$ cat config.mk
export PLATFORM = sky130hd
export DESIGN_NAME = mov_fsm_flat
export DESIGN_NICKNAME = d
export VERILOG_FILES = /design/src/rtl/mov_fsm_if.sv /design/src/rtl/mov_fsm.sv /design/src/flat_wrapper.sv
export SDC_FILE = /design/constraint.sdc
export NUM_CORES = 1
export LEC_CHECK = 0
export BUFFER_PORTS_ARGS = -buffer_cell sky130_fd_sc_hd__buf_4
export CELL_PAD_IN_SITES_DETAIL_PLACEMENT = 1
export CELL_PAD_IN_SITES_GLOBAL_PLACEMENT = 1
export CORE_ASPECT_RATIO = 1.4
export CORE_MARGIN = 4
export CORE_UTILIZATION = 35
export CTS_BUF_LIST = sky130_fd_sc_hd__clkbuf_4
export DETAILED_ROUTE_END_ITERATION = 10
export PLACE_DENSITY = 0.85
export SETUP_SLACK_MARGIN = 0.4
export SYNTH_ARGS = -nofsm -noshare
export SYNTH_HDL_FRONTEND = slang
export SYNTH_SLANG_ARGS = --single-unit
$ cat constraint.sdc
create_clock -name clk -period 1.8 [get_ports clk]
set_input_delay 0.27 -clock clk [delete_from_list [all_inputs] [get_ports clk]]
set_output_delay 0.27 -clock clk [all_outputs]
set_load 0.1 [all_outputs]
$ cat src/rtl/mov_fsm_if.sv
// mov_fsm_if: instruction/strobe bundle between the sequencer and the move controller
//   instruction : 16-bit instruction word into the controller
//   done/err    : completion pulse and illegal-register flag
//   pcInc/triEN : PC increment strobe, immediate bus driver enable
//   rxIn/rxOut  : one-hot register load / output enable, register k on bit NREG-1-k
//   param2Out   : extended immediate
interface mov_fsm_if #(
    parameter int DATA_W = 16,
    parameter int NREG   = 6
);
    logic [15:0]       instruction;
    logic              done;
    logic              err;
    logic              pcInc;
    logic              triEN;
    logic [NREG-1:0]   rxIn;
    logic [NREG-1:0]   rxOut;
    logic [DATA_W-1:0] param2Out;
    modport master (output instruction, input done, err, pcInc, triEN, rxIn, rxOut, param2Out);
    modport slave  (input instruction, output done, err, pcInc, triEN, rxIn, rxOut, param2Out);
endinterface

$ cat src/rtl/mov_fsm.sv
// mov_fsm: MOVi/MOV move-instruction controller with register-index checking
//   clk  : rising-edge clock
//   rst  : asynchronous active-low reset
//   bus  : mov_fsm_if slave (instruction in; done, err, pcInc, triEN, rxIn, rxOut, param2Out out)
//   MOVI_SEXT_EN : when defined, the MOVi immediate is sign-extended instead of zero-extended
module mov_fsm #(
    parameter int          DATA_W   = 16,
    parameter int          NREG     = 6,
    parameter logic [3:0]  OPC_MOVI = 4'b0101,
    parameter logic [3:0]  OPC_MOV  = 4'b0100
) (
    input  logic      clk,
    input  logic      rst,
    mov_fsm_if.slave  bus
);
    typedef enum logic [2:0] {IDLE, DRIVE, WRITE, DONE, HOLD} state_t;

    // Register k is bit NREG-1-k: shifting the MSB right by the index yields
    // the one-hot, and an index >= NREG shifts it out to all-zero.
    localparam logic [NREG-1:0] MSB = NREG'(1) << (NREG - 1);

    state_t            state_q, state_d;
    logic              movi_q, movi_d;
    logic [5:0]        p1_q, p1_d, p2_q, p2_d;
    logic [3:0]        opc;
    logic              match, keep, xfer, bad1, bad2;
    logic [NREG-1:0]   sel1, sel2;
    logic [DATA_W-1:0] ext;

    always_ff @(posedge clk or negedge rst) begin
        if (!rst) begin
            state_q <= IDLE;
            movi_q  <= 1'b0;
            p1_q    <= '0;
            p2_q    <= '0;
        end else begin
            state_q <= state_d;
            movi_q  <= movi_d;
            p1_q    <= p1_d;
            p2_q    <= p2_d;
        end
    end

    always_comb begin
        opc     = bus.instruction[15:12];
        match   = opc == OPC_MOVI || opc == OPC_MOV;
        keep    = opc == (movi_q ? OPC_MOVI : OPC_MOV);
        state_d = state_q;
        movi_d  = movi_q;
        p1_d    = p1_q;
        p2_d    = p2_q;
        case (state_q)
            IDLE: if (match) begin
                state_d = DRIVE;
                movi_d  = opc == OPC_MOVI;
                p1_d    = bus.instruction[11:6];
                p2_d    = bus.instruction[5:0];
            end
            DRIVE:   state_d = keep ? WRITE : IDLE;
            WRITE:   state_d = keep ? DONE : IDLE;
            DONE:    state_d = keep ? HOLD : IDLE;
            HOLD:    state_d = match ? HOLD : IDLE;
            default: state_d = IDLE;
        endcase
    end

`ifdef MOVI_SEXT_EN
    assign ext = DATA_W'($signed(p2_q));
`else
    assign ext = DATA_W'(p2_q);
`endif

    assign sel1 = MSB >> p1_q;
    assign sel2 = MSB >> p2_q;
    assign bad1 = ~|sel1;
    // An illegal MOV source also suppresses the load, so nothing is written.
    assign bad2 = ~movi_q & ~|sel2;
    assign xfer = state_q == DRIVE || state_q == WRITE;

    assign bus.pcInc     = state_q == DRIVE;
    assign bus.triEN     = xfer & movi_q;
    assign bus.param2Out = (xfer & movi_q) ? ext : '0;
    assign bus.rxOut     = (xfer & ~movi_q) ? sel2 : '0;
    assign bus.rxIn      = (state_q == WRITE && !bad2) ? sel1 : '0;
    assign bus.done      = state_q == DONE;
    assign bus.err       = state_q == DONE && (bad1 || bad2);
endmodule

$ cat src/flat_wrapper.sv
// flat-port wrapper written by rule: the top's interface ports become plain ports
module mov_fsm_flat 
#(
    parameter int          DATA_W   = 16,
    parameter int          NREG     = 6,
    parameter logic [3:0]  OPC_MOVI = 4'b0101,
    parameter logic [3:0]  OPC_MOV  = 4'b0100
)
  (clk, rst, bus_instruction, bus_done, bus_err, bus_pcInc, bus_triEN, bus_rxIn, bus_rxOut, bus_param2Out);
  mov_fsm_if #(.DATA_W(DATA_W), .NREG(NREG)) bus_i ();
  input  logic clk;
  input  logic rst;
  input wire logic [$bits(bus_i.instruction)-1:0] bus_instruction;
  output wire logic [$bits(bus_i.done)-1:0] bus_done;
  output wire logic [$bits(bus_i.err)-1:0] bus_err;
  output wire logic [$bits(bus_i.pcInc)-1:0] bus_pcInc;
  output wire logic [$bits(bus_i.triEN)-1:0] bus_triEN;
  output wire logic [$bits(bus_i.rxIn)-1:0] bus_rxIn;
  output wire logic [$bits(bus_i.rxOut)-1:0] bus_rxOut;
  output wire logic [$bits(bus_i.param2Out)-1:0] bus_param2Out;
  assign bus_i.instruction = bus_instruction;
  assign bus_done = bus_i.done;
  assign bus_err = bus_i.err;
  assign bus_pcInc = bus_i.pcInc;
  assign bus_triEN = bus_i.triEN;
  assign bus_rxIn = bus_i.rxIn;
  assign bus_rxOut = bus_i.rxOut;
  assign bus_param2Out = bus_i.param2Out;
  mov_fsm #(.DATA_W(DATA_W), .NREG(NREG), .OPC_MOVI(OPC_MOVI), .OPC_MOV(OPC_MOV)) u_core (.clk(clk), .rst(rst), .bus(bus_i));
endmodule
Word-level counts from Yosys, hierarchy flattened. Cells that the tools add are included.

$add $sub $neg: 0. Multipliers: 0. Divide/modulo/power cells: 0. $lt $le $gt $ge: 0. Equality and inequality tests: 8. Shift operators: 2. Multiplexer cells: 10. Bitwise gates (word level): 4. Reductions and logical operators: 12.

Operators with widths (number): two-way mux 6 bit (3); case mux 3 bit (5 select lines) (1); OR reduction 6 bit (2); right shift 6 x 6 -> 6 bit (first input constant) (2); two-way mux 3 bit (3); == test 4 x 3 -> 1 bit (second input constant) (2); == test 3 x 2 -> 1 bit (second input constant) (2); == test 4 bit (1); two-way mux 2 bit (2); bitwise AND 1 bit (3); == test 3 x 1 -> 1 bit (second input constant) (1); == test 3 bit (second input constant) (1); logical NOT 1 bit (3); logical NOT 3 bit (1); logical OR 1 bit (3); logical AND 1 bit (2); inequality test 2 x 1 -> 1 bit (second input constant) (1); AND reduction 2 bit (1); two-way mux 1 bit (1); NOT 1 bit (1).

Register bits: 16. Bits in latches: 0. RAM bits: 0. Bits in read-only memories: 0. Input port bits: 18. Output and inout port bits: 32. Word-level logic and storage cells: 40. Memories kept: 0.

Depth between registers and ports, before layout. Gate-level depths: netlist (run 1).

Depth in word-level cells: 7. Depth in mapped cells: 5.

Worst setup path before layout (run 1). Ideal clock, no wire load.

Kind: reg-to-output. From: reg u_core.movi_q. To: out bus_rxOut[1]. Data arrival time: 3.924 ns. Required time: 1.530 ns. Path slack: -2.394 ns. Cell stages (with the launch flop): 4. Path buffers: 0. Path through: dfrtp_1 > nor3_1 > nor4b_1 > nor4bb_1.

Cells in the longest elaborated chain, start to end: 3.

RTL lines: start: declaration (RTL line mov_fsm.sv:23) `logic movi_q, movi_d;`; start signal: assignment (RTL line mov_fsm.sv:38) `movi_q <= movi_d;`; NOT 1 bit (RTL line mov_fsm.sv:83) `assign bus.rxOut = (xfer & ~movi_q) ? sel2 : '0;`; bitwise AND 1 bit (RTL line mov_fsm.sv:83); two-way mux 6 bit (RTL line mov_fsm.sv:83); end: declaration (RTL line flat_wrapper.sv:19) `output wire logic [$bits(bus_i.rxOut)-1:0] bus_rxOut;`.

Every way passes these cells.

Worst setup path in the final report (run 1).
From: reg u_core.p2_q[4]. To: out bus_rxOut[1].

Cells in the longest elaborated chain, start to end: 2.

RTL lines: start: declaration (RTL line mov_fsm.sv:24) `logic [5:0] p1_q, p1_d, p2_q, p2_d;`; start signal: assignment (RTL line mov_fsm.sv:40) `p2_q <= p2_d;`; right shift 6 x 6 -> 6 bit (RTL line mov_fsm.sv:74) `assign sel2 = MSB >> p2_q;`; two-way mux 6 bit (RTL line mov_fsm.sv:83).

Every way passes these cells.

==> impl_metrics.toml, run 1 <==
[status]
outcome = "finished, violations left"
violations = "setup timing"

[grt]
grt-ovfl-total = 0
grt_pass1_wl_mm = 6.479
grt_max_degree = 17
grt_usage_pct = 23.73
antenna_found_initial = 0
grt_pass1_vias = 1172

[placed_design]
pre_cts_slack_ps = -75.27
place_area_sq_mm = 0.001618
dp_hpwl_mm = 2.502
gp_congestion = 0.6784
io_buffer_count = 39

[logic_synthesis]
synth-main-ff-cell = "dfrtp_1"
syn_area_sq_mm = 0.001030
ys_top_cells_by_count = "16 x dfrtp_1, 10 x buf_4, 10 x mux2_4, 8 x nor4_1, 6 x and3_1"
async_flop_share_pct = 100.0
synth_most_common_cell = "dfrtp_1"
yosysWarnings = 0
synth-seq-area-share_pct = 38.88
synth_top_area_share_pct = 38.88
ys_ff_latch = 16
syn_inst = 91
synth_edf_count = 0
synth_cell_type_count = 30
synth_area_per_cell_sq_um = 11.32
yosys-top-cells-area = "dfrtp_1 39%, mux2_4 15%, buf_4 7.3%"
synth_largest_area_cell = "dfrtp_1"

[setup_path]
crit_arrival_ps = 1970
cp-start-kind = "register"
cp-startpoint = "u_core.p2_q[4]"
reg2reg_depth = 3
cp-end-kind = "primary output"
r2r-start = "u_core.state_q[2]"
rrSetupSlack_ps = 100
critPathKind = "register to primary output"
worstPathRequired_ps = 1530
path_max_fanout = 4

[floorplan]
die_x_um = 53.84
core_area_sq_mm = 0.002849
initial_core_util_pct = 36.14
ios = 50
num_rows = 23
die_h_um = 72.18
dieArea_sq_mm = 0.003886

[run]
cap_viol_max_count = 0

[power]
power.switching_mw = 0.6390
p_total_mw = 1.458
powerDensity_mw_per_mm2 = 706.9
swShare_pct = 43.84
vdd_drop_max_uv = 579.0
pwr-share-comb_pct = 48.9
leakagePower_nw = 0.9102
internal_power_mw = 0.8185
pwr-share-seq_pct = 36.0
clockPowerShare_pct = 15.1

[route]
first_iter_violations = 27
viasPerCell = 5.440
drtPass1Iterations = 4
drc = 0
vias = 1050
avgRoutedWirePerCell_um = 25.40
ant_nets = 0
routed_wirelength_mm = 4.902

[final_layout]
fin_util_pct = 72.38
multi_input_area_sq_um = 850.8
post-route-cell-area_sq_mm = 0.002062
seqCellArea_sq_um = 404.1
fill_cells = 254
antennaDiodeCount = 0
drive_gt1_share_pct = 76.92
area_delta_synth_final_pct = 100.2
final_nets = 175

[sta]
skew_ps = 10.79
hold_viol = 0
rsz0062_at_grt = "true"
setup_slack_ps = -435.2
slew_violations = 0
fin_crit_sh_pct = 124.2
fmax_mhz = 447.4
finalSetupViolations = 21
finalSetupTns_ps = -5761
min_period_ps = 2235

[clocking]
cts_buffers = 3
clk_latency_ps = 290
root_buffer = "clkbuf_4"
htree_levels = 1
cts_tree = "done"
cts_sinks = 16
path_clk_slew_ps = 110
cts.path.max_buffers = 2

[min_path]
hold_depth = 2
min_path_type = "input port to register"
min_from = "bus_instruction[11]"
==> routing by layer <==
metal  wire length [um]  part of all wire (%)  vias to the layer above  track usage [%]
met5                  0                     0                        -                0
met4                204                   4.2                        0            12.22
li1                   -                     -                      453                -
met2               2670                    54                       59            40.30
met3                313                   6.4                       16            4.107
met1               1713                    35                      522            27.52
==> through the flow <==
stage / instances / hold WS, ps
CTS: 187 / 202.2
finish: 193 / 211.3
floorplan: 100 / -25.59
detailed placement: 175 / 146.0
global route: 193 / 211.5
global placement: 175 / 139.2
==> placed cells by master (no fill, tap or decap), types with 4 or more instances in the layout <==
cell type  netlist  layout
conb_1           1      10
buf_12           1      15
and3_4           0       5
buf_4           10      32
dfrtp_1         16      13
nor4_4           0       7
buf_6            1      16
clkbuf_4         0       4
mux2_4          10      12
==> sequential cells by signal, summed over array words and instances (netlist names) <==
register,flops
u_core.p1_q,6
u_core.p2_q,6
u_core.state_q,3
u_core.movi_q,1
==> critical path: stages, from the launching register on <==
cell      delay (ps)
dfrtp_1          490
nor3_4           250
nor4b_4          380
nor4bb_4         290
buf_6            260
==> final timing paths <==
check,end
worst max-delay path,bus_rxOut[1]
worst max register to register,u_core.p2_q[0]
max in group asynchronous,u_core.p2_q[2]
worst min-delay path,u_core.p1_q[5]
min in group asynchronous,u_core.p1_q[5]
worst min register to register,u_core.p1_q[0]
==> cells by family (layout without fill, tap and decap cells) <==
| group | count (synthesis) | in the layout | synth area share [%] |
|---|---|---|---|
| AOI/OAI and AO/OA | 5 | 5 | 4.132 |
| xor gates and xnor gates | 3 | 3 | 2.552 |
| buffers and inverters | 14 | 68 | 11.06 |
| DFF | 16 | 16 | 38.88 |
| muxes | 13 | 13 | 17.86 |
| other | 1 | 10 | 0.3642 |
| and+or+nand+nor | 39 | 41 | 25.15 |
==> final cells by class <==
class	count	area share [%]
Tap cell	37	2.245
Clock buffer	4	1.456
Multi-Input combinational cell	72	41.26
Sequential cell	16	19.60
Timing Repair Buffer	64	35.44
==> repair_timing <==
item / 4_1_cts / 5_1_grt
hold endpoints to repair: 16 / 0
pin swaps: 7 / 12
cloned: 2 / 0
hold buffers: 1 / 0
endpoints found under the setup margin: 36 / 37
resized for setup: 65 / 6
buffers inserted: 5 / 6
==> power by group through the flow <==
stage / Clock [mW] / Combinational (mW) / Sequential (mW)
after global placement: 0 / 0.562 / 0.504
after floorplan: 0 / 0.439 / 0.509
final: 0.220 / 0.713 / 0.525
after global routing: 0.235 / 0.742 / 0.534
after CTS: 0.227 / 0.641 / 0.509
after detailed placement: 0 / 0.582 / 0.511
No activity file was read; power rests on OpenSTA's default activity.
==> run 2: changes to the inputs <==
- CORE_ASPECT_RATIO: 1.4 -> default
- clock period: 1.8 -> 2.5 ns (I/O delays scaled with it)
==> impl_metrics.toml, run 2 (synthesis results as in run 1) <==
[status]
outcome = "complete, no violations"

[placed_design]
io_buffer_count = 39
dp_hpwl_mm = 2.000
gp_congestion = 0.8570

[setup_path]
cp-start-kind = "register"
critPathKind = "register to primary output"
worstPathRequired_ps = 2120
crit_arrival_ps = 1850
path_max_fanout = 6
cp-end-kind = "primary output"
rrSetupSlack_ps = 630

[route]
avgRoutedWirePerCell_um = 18.18
routed_wirelength_mm = 3.200
vias = 891
drtPass1Iterations = 4
drc = 0
viasPerCell = 5.063
first_iter_violations = 16
ant_nets = 0

[final_layout]
layout_common_cells = "38 x buf_4, 10 x mux2_4, 10 x conb_1"
drive_gt1_share_pct = 71.72
fill_cells = 278
final_nets = 164
antennaDiodeCount = 0
area_delta_synth_final_pct = 70.35
multi_input_area_sq_um = 762.0
seqCellArea_sq_um = 410.4
layout_commonest_cell = "buf_4"
top_regs = "u_core.p1_q: 6 flops, u_core.p2_q: 6 flops, u_core.state_q: 3 flops"

[clocking]
htree_levels = 1
cts_sinks = 16
root_buffer = "clkbuf_4"
cts_tree = "done"
path_clk_slew_ps = 100
cts.path.max_buffers = 2
cts_buffers = 3
clk_latency_ps = 290

[grt]
grt-ovfl-total = 0
grt_usage_pct = 15.27
grt_pass1_wl_mm = 4.795
grt_pass1_vias = 935
grt_max_degree = 17
antenna_found_initial = 0

[floorplan]
die_h_um = 62.24
initial_core_util_pct = 37.02
die_x_um = 62.24
ios = 50
num_rows = 19
dieArea_sq_mm = 0.003874
core_area_sq_mm = 0.002781

[sta]
hold_viol = 0
fmax_mhz = 448.5
finalSetupTns_ps = 0
finalSetupViolations = 0
skew_ps = 9.239
min_period_ps = 2229
slew_violations = 0
rsz0062_at_grt = "true"
fin_crit_sh_pct = 89.18

[min_path]
min_path_type = "input port to register"

[power]
p_total_mw = 0.9509
powerDensity_mw_per_mm2 = 542.1
leakagePower_nw = 0.8193
vdd_drop_max_uv = 454.4

[run]
cap_viol_max_count = 0
==> run 2: worst max-delay path: stages (launching register included) <==
cell and delay [ps]:
dfrtp_2 440, a2111oi_4 400, nor2_4 150, nor4_4 310, buf_6 260
==> run 2: power breakdown <==
group	total (mW)	switching [mW]	internal (mW)
clock	0.145	0.0872	0.0581
sequential	0.376	0.0680	0.308
combinational	0.430	0.252	0.178
==> run 2: what timing repair did <==
item | 4_1_cts | 5_1_grt
gates cloned | 1 | 0
hold buffers | 1 | 0
endpoints found under the hold margin | 16 | 0
gates resized for setup | 24 | 14
buffers inserted | 8 | 5
setup endpoints to repair | 20 | 20
pin swaps | 10 | 10
==> run 2: through the flow <==
| step | cell area (sq um) | worst slack, ps | util (%) | hold WS, ps | std cells |
|---|---|---|---|---|---|
| 3_5_place_dp | 1445 | 471.1 | 51.96 | 246.7 | 157 |
| 6_report | 1754 | 270.6 | 63.07 | 303.5 | 176 |
| 4_1_cts | 1655 | 289.5 | 59.51 | 297.4 | 171 |
| 5_1_grt | 1754 | 176.8 | 63.07 | 280.4 | 176 |
| 2_1_floorplan | 1221 | 29.20 | - | 79.41 | 100 |
| 3_3_place_gp | 1445 | 507.4 | 51.96 | 244.8 | 157 |
==> run 2: area by class of cell <==
cell class	count	area share [%]
clock buffer	3	1.284
clock inverter	1	0.2140
tap	31	2.211
timing repair buffer	54	29.46
multi-input combinational	71	43.44
sequential	16	23.40
==> run 2: path summary, 6_finish.rpt <==
| kind | startpoint | cells past startpoint | to |
|---|---|---|---|
| min in group asynchronous | rst | 2 | u_core.p2_q[4] |
| max | u_core.p2_q[1] | 4 | bus_rxIn[0] |
| max reg2reg | u_core.state_q[0] | 4 | u_core.p1_q[5] |
| min reg2reg | u_core.p1_q[0] | 1 | u_core.p1_q[0] |
| min | bus_instruction[6] | 2 | u_core.p1_q[0] |
| max in group asynchronous | rst | 2 | u_core.state_q[2] |
==> run 2: metal layers <==
layer	track usage, %	part of all wire (%)	vias up
met5	0	0	-
met4	2.439	0.25	0
met3	4.324	3.4	2
met2	27.46	56	21
met1	18.07	40	444
li1	-	-	424
==> run 3: changes to the inputs <==
- CORE_UTILIZATION: 35 -> 38
- PLACE_DENSITY: 0.85 -> 0.91
- TNS_END_PERCENT: default -> 50
- clock period: 2.5 -> 2.8 ns (I/O delays scaled with it)
==> impl_metrics.toml, run 3 (synthesis results as in run 1) <==
[status]
outcome = "complete, no violations"

[sta]
min_period_ps = 2333
slew_violations = 0
fin_hold_ws_ps = 361.1
rsz0062_at_grt = "true"
skew_ps = 4.875
hold_viol = 0
finalSetupTns_ps = 0
finalSetupViolations = 0
fmax_mhz = 428.7
setup_slack_ps = 467.4
fin_crit_sh_pct = 83.31

[placed_design]
pre_cts_slack_ps = 467.4
gp_congestion = 0.7684
dp_hpwl_mm = 2.305
io_buffer_count = 39

[route]
viasPerCell = 5.206
vias = 885
ant_nets = 0
avgRoutedWirePerCell_um = 18.58
first_iter_violations = 13
routed_wirelength_mm = 3.159
drc = 0
drtPass1Iterations = 3

[setup_path]
r2r-start = "u_core.state_q[1]"
cp-end-kind = "primary output"
cp-startpoint = "u_core.state_q[0]"
critPathKind = "register to primary output"
path_max_fanout = 7
crit_arrival_ps = 1910
cp-start-kind = "register"
worstPathRequired_ps = 2380

[power]
vdd_drop_max_uv = 343.7
power.switching_mw = 0.3488
p_total_mw = 0.8120
swShare_pct = 42.95
powerDensity_mw_per_mm2 = 501.9
pwr-share-comb_pct = 43.3
pwr-share-seq_pct = 41.3
internal_power_mw = 0.4632
leakagePower_nw = 0.7699
clockPowerShare_pct = 15.5

[floorplan]
dieArea_sq_mm = 0.003607
core_area_sq_mm = 0.002522
die_h_um = 60.06
num_rows = 18
initial_core_util_pct = 40.82
die_x_um = 60.06
ios = 50

[clocking]
htree_levels = 1
cts.path.max_buffers = 2
cts_buffers = 3
cts_tree = "done"
cts_sinks = 16
clk_latency_ps = 280
path_clk_slew_ps = 100
root_buffer = "clkbuf_4"

[grt]
grt_max_degree = 17
grt-ovfl-total = 0
antenna_found_initial = 0
grt_pass1_wl_mm = 4.657
grt_usage_pct = 17.65
grt_pass1_vias = 914

[final_layout]
fin_util_pct = 64.14
antennaDiodeCount = 0
area_delta_synth_final_pct = 57.11
final_nets = 159
layout_commonest_cell = "buf_4"
drive_gt1_share_pct = 64.29
top_regs = "u_core.p1_q: 6 flops, u_core.p2_q: 6 flops, u_core.state_q: 3 flops"
layout_common_cells = "40 x buf_4, 10 x mux2_4, 10 x conb_1, 10 x dfrtp_1, 7 x buf_6"

[run]
cap_viol_max_count = 0

[min_path]
min_from = "bus_instruction[2]"
min_path_type = "input port to register"
==> run 3: cell types whose count changed in the layout (fill, tap and decap cells not counted), moves of 2 or more <==
cell,change
dfrtp_1,+2
buf_6,-2
buf_4,+2
and2_4,-2
and2_1,+2
dfrtp_2,-2
buf_12,-4
==> run 3: cell type report <==
| cell class | instances | area (sq um) |
|---|---|---|
| repair buffers | 50 | 429.2 |
| clock buffers | 3 | 22.52 |
| clock inverters | 1 | 3.754 |
| fillers | 266 | 904.6 |
| flip-flops and latches | 16 | 407.9 |
| well taps | 30 | 37.54 |
| multi-input cells | 70 | 716.9 |
==> run 3: metal layers <==
layer / part of all wire [%] / GRT usage, % / vias up
met2: 56 / 31.33 / 22
met3: 3.8 / 3.024 / 6
met1: 37 / 20.56 / 442
li1: - / - / 415
met5: 0 / 0 / -
met4: 2.3 / 7.595 / 0
==> run 3: worst max-delay path, stage by stage (launching register included) <==
cell and delay (ps):
dfrtp_2 460, nor4_2 350, nand2_2 120, buf_12 170, nor4_4 270, buf_6 260
==> run 3: repair_timing <==
action,4_1_cts,5_1_grt
hold buffers,1,0
pin swaps,0,6
setup endpoints to repair,10,15
endpoints found under the hold margin,16,0
setup buffers,0,9
resized for setup,3,14
==> run 3: path summary, 6_finish.rpt <==
check / cells after the start / to / slack (ps)
max: 5 / bus_rxIn[5] / 470
min: 2 / u_core.p2_q[2] / 360
max reg2reg: 2 / u_core.p2_q[4] / 1160
min reg2reg: 1 / u_core.state_q[0] / 550
max in group asynchronous: 2 / u_core.state_q[0] / 2070
min in group asynchronous: 2 / u_core.p2_q[1] / 530
==> run 3: power groups by stage <==
stage	clock network, mW	logic [mW]	registers, mW
global route	0.145	0.370	0.343
detailed placement	0	0.312	0.339
global placement	0	0.302	0.334
floorplan	0	0.270	0.322
finish	0.125	0.351	0.335
CTS	0.135	0.315	0.335
==> run 3: per-stage QoR <==
stage / std cells / area (sq um)
floorplan: 100 / 1210
global placement: 156 / 1433
detailed placement: 156 / 1433
CTS: 161 / 1483
global route: 170 / 1618
finish: 170 / 1618
